$ cat config.mk
export PLATFORM = sky130hd
export DESIGN_NAME = shownumber_seq
export DESIGN_NICKNAME = d
export VERILOG_FILES = /design/src/rtl/shownumber_pkg.sv /design/src/rtl/shownumber_seq_seg7_enc.sv /design/src/rtl/shownumber_seq.sv
export SDC_FILE = /design/constraint.sdc
export NUM_CORES = 1
export LEC_CHECK = 0
export CAP_MARGIN = 10
export CORE_ASPECT_RATIO = 1.75
export CORE_MARGIN = 10
export CORE_UTILIZATION = 50
export DETAILED_ROUTE_END_ITERATION = 7
export GPL_TIMING_DRIVEN = 0
export PLACE_DENSITY = 0.83
export REMOVE_ABC_BUFFERS = 1
export SETUP_SLACK_MARGIN = 0.2
export SYNTH_ARGS = -nofsm -noshare
export SYNTH_HDL_FRONTEND = slang
export SYNTH_SLANG_ARGS = --single-unit
$ cat constraint.sdc
create_clock -name i_Clk -period 4.6 [get_ports i_Clk]
set_input_delay 1.15 -clock i_Clk [delete_from_list [all_inputs] [get_ports i_Clk]]
set_output_delay 1.15 -clock i_Clk [all_outputs]
set_load 0.02 [all_outputs]
$ cat src/rtl/shownumber_pkg.sv
// Shared constants and types for the sequential decimal display driver.
package shownumber_pkg;

  // Active-high segment patterns, bit order gfedcba.
  localparam logic [6:0] SEG_DIGIT [10] = '{
    7'h3F, 7'h06, 7'h5B, 7'h4F, 7'h66,
    7'h6D, 7'h7D, 7'h07, 7'h7F, 7'h6F
  };
  localparam logic [6:0] SEG_DASH  = 7'h40;
  localparam logic [6:0] SEG_BLANK = 7'h00;

  typedef enum logic [1:0] {
    ST_IDLE,
    ST_SHIFT,
    ST_LOAD
  } state_e;

  // Bits needed to hold a count from n down to 0.
  function automatic int cnt_width(input int n);
    return $clog2(n + 1);
  endfunction

endpackage

$ cat src/rtl/shownumber_seq_seg7_enc.sv
// One 7-segment digit: BCD nibble plus blank/dash overrides, optional inversion.
module seg7_enc
  import shownumber_pkg::*;
#(
  parameter bit ACTIVE_LOW = 1'b1
) (
  input  logic [3:0] i_bcd,
  input  logic       i_blank,
  input  logic       i_dash,
  output logic [6:0] o_seg
);

  logic [6:0] seg_ah;

  // Dash wins over blank, blank wins over the digit; nibbles above 9 show blank.
  always_comb begin
    // NOTE: default assignment first so every path drives seg_ah and no latch is inferred.
    seg_ah = SEG_BLANK;
    if (i_dash) begin
      seg_ah = SEG_DASH;
    end else if (!i_blank) begin
      for (int i = 0; i < 10; i++) begin
        if (i_bcd == 4'(i)) seg_ah = SEG_DIGIT[i];
      end
    end
  end

  assign o_seg = ACTIVE_LOW ? ~seg_ah : seg_ah;

endmodule

$ cat src/rtl/shownumber_seq.sv
// Binary to decimal 7-segment driver using a one-bit-per-clock double-dabble engine.
module shownumber_seq
  import shownumber_pkg::*;
#(
  parameter int NUM_W      = 33,
  parameter int DIGITS     = 6,
  parameter bit BLANK_LZ   = 1'b1,
  parameter bit ACTIVE_LOW = 1'b1
) (
  input  logic                  i_Clk,
  input  logic                  i_Rst,
  input  logic                  i_Valid,
  output logic                  o_Ready,
  input  logic [NUM_W-1:0]      i_Num,
  output logic [7*DIGITS-1:0]   o_Seg,
  output logic [4*DIGITS-1:0]   o_Bcd,
  output logic                  o_Ovf,
  output logic                  o_Done
);

  localparam int CNT_W = cnt_width(NUM_W);
  localparam logic [6:0] SEG_OFF = ACTIVE_LOW ? 7'h7F : 7'h00;

  state_e                state_q, state_d;
  logic [NUM_W-1:0]      bin_q, bin_d;
  logic [4*DIGITS-1:0]   bcd_q, bcd_d;
  logic                  sticky_q, sticky_d;
  logic [CNT_W-1:0]      cnt_q, cnt_d;
  logic                  ready_q, ready_d;
  logic                  done_q, done_d;
  logic [4*DIGITS-1:0]   bcd_out_q, bcd_out_d;
  logic                  ovf_q, ovf_d;
  logic [7*DIGITS-1:0]   seg_q, seg_d;

  logic [4*DIGITS-1:0]   bcd_adj;
  logic [4*DIGITS-1:0]   bcd_shift;
  logic [NUM_W-1:0]      bin_shift;
  logic                  shift_out;
  logic                  ovf_next;
  logic [DIGITS-1:0]     blank;
  logic [7*DIGITS-1:0]   seg_enc;

  // One double-dabble step: add 3 to nibbles >= 5, then shift {bcd,bin} left.
  always_comb begin
    bcd_adj = bcd_q;
    for (int k = 0; k < DIGITS; k++) begin
      if (bcd_q[4*k +: 4] >= 4'd5) bcd_adj[4*k +: 4] = bcd_q[4*k +: 4] + 4'd3;
    end
    {shift_out, bcd_shift, bin_shift} = {bcd_adj, bin_q, 1'b0};
    ovf_next = sticky_q | shift_out;
  end

  // Leading-zero blanking on the final BCD value; digit 0 is never blanked.
  always_comb begin
    logic zero_above;
    zero_above = 1'b1;
    blank      = '0;
    for (int k = DIGITS - 1; k >= 0; k--) begin
      zero_above = zero_above && (bcd_shift[4*k +: 4] == 4'd0);
      blank[k]   = BLANK_LZ && (k != 0) && zero_above;
    end
  end

  for (genvar k = 0; k < DIGITS; k++) begin : g_enc
    seg7_enc #(.ACTIVE_LOW(ACTIVE_LOW)) u_enc (
      .i_bcd   (bcd_shift[4*k +: 4]),
      .i_blank (blank[k]),
      .i_dash  (ovf_next),
      .o_seg   (seg_enc[7*k +: 7])
    );
  end

  // Next-state logic: accept in IDLE, shift NUM_W times, then a one-cycle LOAD.
  always_comb begin
    state_d   = state_q;
    bin_d     = bin_q;
    bcd_d     = bcd_q;
    sticky_d  = sticky_q;
    cnt_d     = cnt_q;
    ready_d   = ready_q;
    done_d    = 1'b0;
    bcd_out_d = bcd_out_q;
    ovf_d     = ovf_q;
    seg_d     = seg_q;
    case (state_q)
      ST_IDLE: begin
        if (i_Valid) begin
          bin_d    = i_Num;
          bcd_d    = '0;
          sticky_d = 1'b0;
          cnt_d    = CNT_W'(NUM_W);
          ready_d  = 1'b0;
          state_d  = ST_SHIFT;
        end
      end
      ST_SHIFT: begin
        bin_d    = bin_shift;
        bcd_d    = bcd_shift;
        sticky_d = ovf_next;
        cnt_d    = cnt_q - CNT_W'(1);
        if (cnt_q == CNT_W'(1)) begin
          // Outputs are captured on the edge into LOAD so they are valid with o_Done.
          state_d   = ST_LOAD;
          done_d    = 1'b1;
          bcd_out_d = bcd_shift;
          ovf_d     = ovf_next;
          seg_d     = seg_enc;
        end
      end
      ST_LOAD: begin
        ready_d = 1'b1;
        state_d = ST_IDLE;
      end
      default: begin
        ready_d = 1'b1;
        state_d = ST_IDLE;
      end
    endcase
  end

  // State and output registers; reset blanks the display and aborts any conversion.
  always_ff @(posedge i_Clk or posedge i_Rst) begin
    if (i_Rst) begin
      state_q   <= ST_IDLE;
      bin_q     <= '0;
      bcd_q     <= '0;
      sticky_q  <= 1'b0;
      cnt_q     <= '0;
      ready_q   <= 1'b1;
      done_q    <= 1'b0;
      bcd_out_q <= '0;
      ovf_q     <= 1'b0;
      seg_q     <= {DIGITS{SEG_OFF}};
    end else begin
      // NOTE: non-blocking so every register samples the values from before this edge.
      state_q   <= state_d;
      bin_q     <= bin_d;
      bcd_q     <= bcd_d;
      sticky_q  <= sticky_d;
      cnt_q     <= cnt_d;
      ready_q   <= ready_d;
      done_q    <= done_d;
      bcd_out_q <= bcd_out_d;
      ovf_q     <= ovf_d;
      seg_q     <= seg_d;
    end
  end

  assign o_Ready = ready_q;
  assign o_Done  = done_q;
  assign o_Bcd   = bcd_out_q;
  assign o_Ovf   = ovf_q;
  assign o_Seg   = seg_q;

endmodule

* After elaboration in Yosys (flattened, before gate mapping) *
Cells that the tools add are included.

word-level totals
  register bits = 135
  word-level logic and storage cells = 195
  bits of input ports = 36

cells by class
  reductions and logical operators = 16
  $lt $le $gt $ge = 6
  $add $sub $neg = 7
  mux-type cells = 90
  bitwise logic cells = 8
  equality and inequality tests = 58

operators with widths
  operator                                                               number
  7-bit two-way mux                                                      59
  4-bit by 3-bit equality test with 1-bit output, second input constant  24
  6-bit two-way mux                                                      11
  33-bit case mux with 2 select lines                                    1
  4-bit by 2-bit equality test with 1-bit output, second input constant  12
  4-bit equality test, second input constant                             12
  24-bit case mux with 2 select lines                                    1
  7-bit NOT                                                              6
  33-bit two-way mux                                                     1
  4-bit by 2-bit adder with 4-bit output, second input constant          6
  4-bit by 1-bit equality test with 1-bit output, second input constant  6
  4-bit by 3-bit >= comparator with 1-bit output, second input constant  6
  4-bit logical NOT                                                      6
  24-bit two-way mux                                                     1
  4-bit two-way mux                                                      6
  6-bit case mux with 2 select lines                                     1
  2-bit AND reduction                                                    4
  6-bit by 1-bit equality test with 1-bit output, second input constant  1
  6-bit by 1-bit subtractor with 6-bit output, second input constant     1
  1-bit logical AND                                                      4
  2-bit two-way mux                                                      2
  2-bit inequality test, second input constant                           2
  1-bit case mux with 2 select lines                                     2
  2-bit case mux with 2 select lines                                     1
  7 further kinds                                                        9

* Logic depth before layout (Yosys ltp) *
  depth in word-level cells = 16
  depth in mapped cells = 10
  depth with buffers taken out = 8

* By module *
Synthesis repeated with hierarchy kept, for this count alone.

unflattened totals
  cell total of the unflattened synthesis = 867
  area total of the unflattened synthesis = 7522.2 um2

modules (own cells, without submodules)
  module          cells each  area an instance (um2)  times used
  shownumber_seq  663         6358.6                  1
  seg7_enc        34          193.9                   6

* Least setup slack after synthesis *
OpenSTA, ideal clock, no wires.

  path type = reg-to-reg
  start point = register bcd_q[12]
  end point = register seg_q[31], in the netlist o_Seg[31]
  arrival time = 2334 ps
  setup time = 77 ps
  clock period less this slack = 2412 ps
  setup slack = 2188 ps
  path buffers = 2
  stages on the path, launching flop included = 11
  cell sequence = dfrtp_1 buf_4 clkinv_1 ha_1 nor2b_1 or3_1 and2_1 clkbuf_2 o311a_1 o21a_1 a31oi_1

on the way
  longest elaborated chain between the ends = 16

RTL lines
  element                                                                                                          line                                                 source
  start, declared                                                                                                  shownumber_seq.sv:26                                 logic [4*DIGITS-1:0] bcd_q, bcd_d;
  start signal, assigned                                                                                           shownumber_seq.sv:126                                bcd_q <= '0;
  start signal, assigned                                                                                           shownumber_seq.sv:138                                bcd_q <= bcd_d;
  4-bit by 2-bit adder with 4-bit output / 4-bit by 3-bit >= comparator with 1-bit output (equally long branches)  shownumber_seq.sv:47                                 if (bcd_q[4*k +: 4] >= 4'd5) bcd_adj[4*k +: 4] = bcd_q[4*k +: 4] + 4'd3;
  4-bit two-way mux *                                                                                              shownumber_seq.sv:47
  4-bit logical NOT                                                                                                shownumber_seq_seg7_enc.sv:23, shownumber_seq.sv:59
  6-bit two-way mux (2 in series)                                                                                  shownumber_seq_seg7_enc.sv:23                        if (i_bcd == 4'(i)) seg_ah = SEG_DIGIT[i];
  7-bit two-way mux (8 in series)                                                                                  shownumber_seq_seg7_enc.sv:23
  7-bit two-way mux *                                                                                              shownumber_seq_seg7_enc.sv:21                        end else if (!i_blank) begin
  7-bit two-way mux *                                                                                              shownumber_seq_seg7_enc.sv:19                        if (i_dash) begin
  7-bit NOT *                                                                                                      shownumber_seq_seg7_enc.sv:28                        assign o_seg = ACTIVE_LOW ? ~seg_ah : seg_ah;
  end signal, assigned                                                                                             shownumber_seq.sv:133                                seg_q <= {DIGITS{SEG_OFF}};
  end signal, assigned                                                                                             shownumber_seq.sv:145                                seg_q <= seg_d;
  end, declared                                                                                                    shownumber_seq.sv:33                                 logic [7*DIGITS-1:0] seg_q, seg_d;

Every way passes the cells marked *; elsewhere a longest branch is shown, timed or not.
A chain may end at the register's enable or synchronous reset.

* Worst setup path after layout *
  start point = register state_q[0]
  end point = register seg_q[5], in the netlist o_Seg[5]

on the way
  longest elaborated chain between the ends = 2

RTL lines
  element                                         line                   source
  start, declared                                 shownumber_seq.sv:24   state_e state_q, state_d;
  start signal, assigned                          shownumber_seq.sv:136  state_q <= state_d;
  2-bit by 1-bit equality test with 1-bit output  shownumber_seq.sv:85   case (state_q)
  2-bit AND reduction (no line)                   --

Every way passes these cells.

==> impl_metrics.tcl <==
set metrics [dict create \
    slew_violations 0 \
    clock.fmax_ghz 0.274 \
    layout_common_cells "o21ai_0 (113), nand2_1 (112), clkdlybuf4s50_1 (104)" \
    r2r_start "state_q[0]" \
    fin_crit_sh 0.792 \
    power_density_nw_per_um2 837 \
    cts_tree "built" \
    crit_arrival_ps 3980 \
    viasPerCell 5.92 \
    dr.pass1.iters 5 \
    fin_util 0.629 \
    max_cap_viol_count 0 \
    reg2reg_depth 8 \
    io_pins 105 \
    synth_area_per_cell_sq_um 8.83 \
    clockRootBuffer "clkbuf_16" \
    grt_pass1_vias 6704 \
    grt_max_degree 79 \
    synthArstFlopShare 1.00 \
    synth_edf_count 0 \
    layout-drive-gt1-share 0.116 \
    fillers 1228 \
    cp.required_ps 4930 \
    gr-total-overflow 0 \
    syn-cell-area_sq_um 7500 \
    ff2ff_setup_slack_ps 960 \
    synth_cell_types 70 \
    worstSkewPairLatency_ps 420 \
    rsz0062_at_grt "false" \
    cts.sinks 135 \
    vias 6613 \
    final_nets 972 \
    fp.dieH_um 182 \
    clockBufferDepth 2 \
    syn_inst 849 \
    leakage_nw 3.83 \
    wl_per_cell_um 17.4 \
    initial_core_util 0.505 \
    grt_pass1_wl_um 32800 \
    ys_seq_area_frac 0.458 \
    fp.dieArea_sq_um 20500 \
    clock_skew_ps 10.3 \
    yosys_warnings 0 \
    synth_ff_type "dfrtp_1" \
    slew_headroom 0.219 \
    critPathCapture "o_Seg[5]" \
    antenna_left 0 \
    min_path_type "flop to flop" \
    cp-end-kind "flop" \
    wl_um 19400 \
    antenna_found_initial 0 \
    path_clk_slew_ps 60 \
    hold_depth 2 \
    critical_path.max_fanout 45 \
    synthToLayoutAreaGrowth_pct 24.4 \
    drt_iter0_markers 412 \
    gp_congestion 0.906 \
    critPathKind "flop to flop" \
    antenna_cells 0 \
    status "complete, no violations" \
    total_power_mw 7.81 \
    finalCriticalPeriod_ps 3640 \
    irDropWorstVdd_mv 0.348 \
    dpl.hpwl_um 12800 \
    synth-seq-cells 135 \
    grt_use_total 0.188 \
    core_sq_um 14800 \
    setup_viol 0 \
    crit_start "state_q[0]" \
    htree_levels 4 \
    drc 0 \
    numPortBuffers 104 \
    fp-row-count 59 \
    cts_buffers 17 \
    worstMarginPinSlew_ps 1170 \
    die_x_um 113 \
    finalHoldViolations 0 \
    start_kind "flop" \
    final_common_cell "o21ai_0" \
    r2r_end "o_Seg[5]" \
]
power breakdown:
part | switching (mW) | internal, mW
clock network | 0.518 | 0.957
logic | 2.30 | 1.67
registers | 0.531 | 1.84
area by class of cell:
cell class | instances | area [sq um] | share of cell area
inverter | 20 | 80.1 | 0.00858
multi-input combinational | 634 | 3780 | 0.405
tap | 183 | 229 | 0.0245
timing repair buffer | 114 | 1170 | 0.126
clock inverter | 14 | 206 | 0.0221
sequential | 135 | 3430 | 0.368
clock buffer | 18 | 429 | 0.0460
cell families (layout without fill, tap and decap cells):
kind of cell | Yosys count | after routing | share of synthesized area
multiplexers | 9 | 9 | 0.0123
flip-flops | 135 | 135 | 0.458
XOR/XNOR | 13 | 13 | 0.0152
AO/OA/AOI/OAI | 335 | 335 | 0.279
adder cells (fa/ha/maj) | 14 | 14 | 0.0234
AND/OR/NAND/NOR | 262 | 263 | 0.170
buffers and inverters | 81 | 166 | 0.0425
layer usage:
metal | part of all wire | routed length [um] | track usage | up-vias
met5 | 0 | 0 | 0 | -
met4 | 0.019 | 366 | 0.0612 | 0
met3 | 0.053 | 1020 | 0.0485 | 29
met2 | 0.53 | 10300 | 0.333 | 174
met1 | 0.40 | 7760 | 0.213 | 3198
li1 | - | - | - | 3212
Yosys cell counts (8+ instances only):
cell type  instances  area [sq um]
a31oi_1           13          81.3
a21oi_1           83           415
dfrtp_1           92          2300
nand2b_1          11          68.8
nor2b_1           31           194
nand2_1          113           424
nor3_1            11          55.1
o21ai_0          113           566
nand3_1           12          60.1
and3b_1            8          70.1
inv_1             18          67.6
a21o_1            12          90.1
nor2_1            49           184
a22oi_1           28           210
a22o_1             9          78.8
clkbuf_1          51           191
ha_1              14           175
buf_2              8          40.0
dfstp_2           43          1130
xnor2_1           13           114
sequential cells by signal (all words and copies together), names as in the netlist:
| register | count |
|---|---|
| o_Ovf | 1 |
| o_Seg | 42 |
| sticky_q | 1 |
| bcd_q | 24 |
| state_q | 2 |
| o_Done | 1 |
| o_Bcd | 24 |
| o_Ready | 1 |
| cnt_q | 6 |
| bin_q | 33 |
worst min path at each step:
stage                     end  startpoint
global placement    o_Bcd[14]   o_Bcd[14]
global route        o_Bcd[22]   o_Bcd[22]
detailed placement  o_Bcd[22]   o_Bcd[22]
finish              o_Bcd[22]   o_Bcd[22]
floorplan            cnt_q[4]    cnt_q[4]
CTS                 o_Bcd[22]   o_Bcd[22]
repair_timing:
item,in CTS,in global routing
gates resized for setup,1,0
hold buffers,0,0
setup endpoints to repair,37,0
buffers inserted,5,0
worst max-delay path, cell delays in order, from the launching register on:
cell and delay (ps):
dfrtp_2 790, nor2b_4 570, nand2_2 330, buf_12 270, inv_2 640, nand3b_1 190
buf_4 240, buf_4 160, o32a_1 330
stage by stage:
| step | setup TNS, ps | setup slack (ps) | cell area (sq um) | std cells | hold slack, ps |
|---|---|---|---|---|---|
| after floorplan | -14000 | -232 | 7260 | 788 | 446 |
| after global placement | -386860 | -3500 | 8530 | 1075 | 460 |
| after detailed placement | -16860 | -591 | 8620 | 1078 | 462 |
| after CTS | 0 | 840 | 9300 | 1116 | 477 |
| after global routing | 0 | 664 | 9330 | 1118 | 499 |
| final | 0 | 957 | 9330 | 1118 | 473 |
Power figures use the tool's default switching activity.
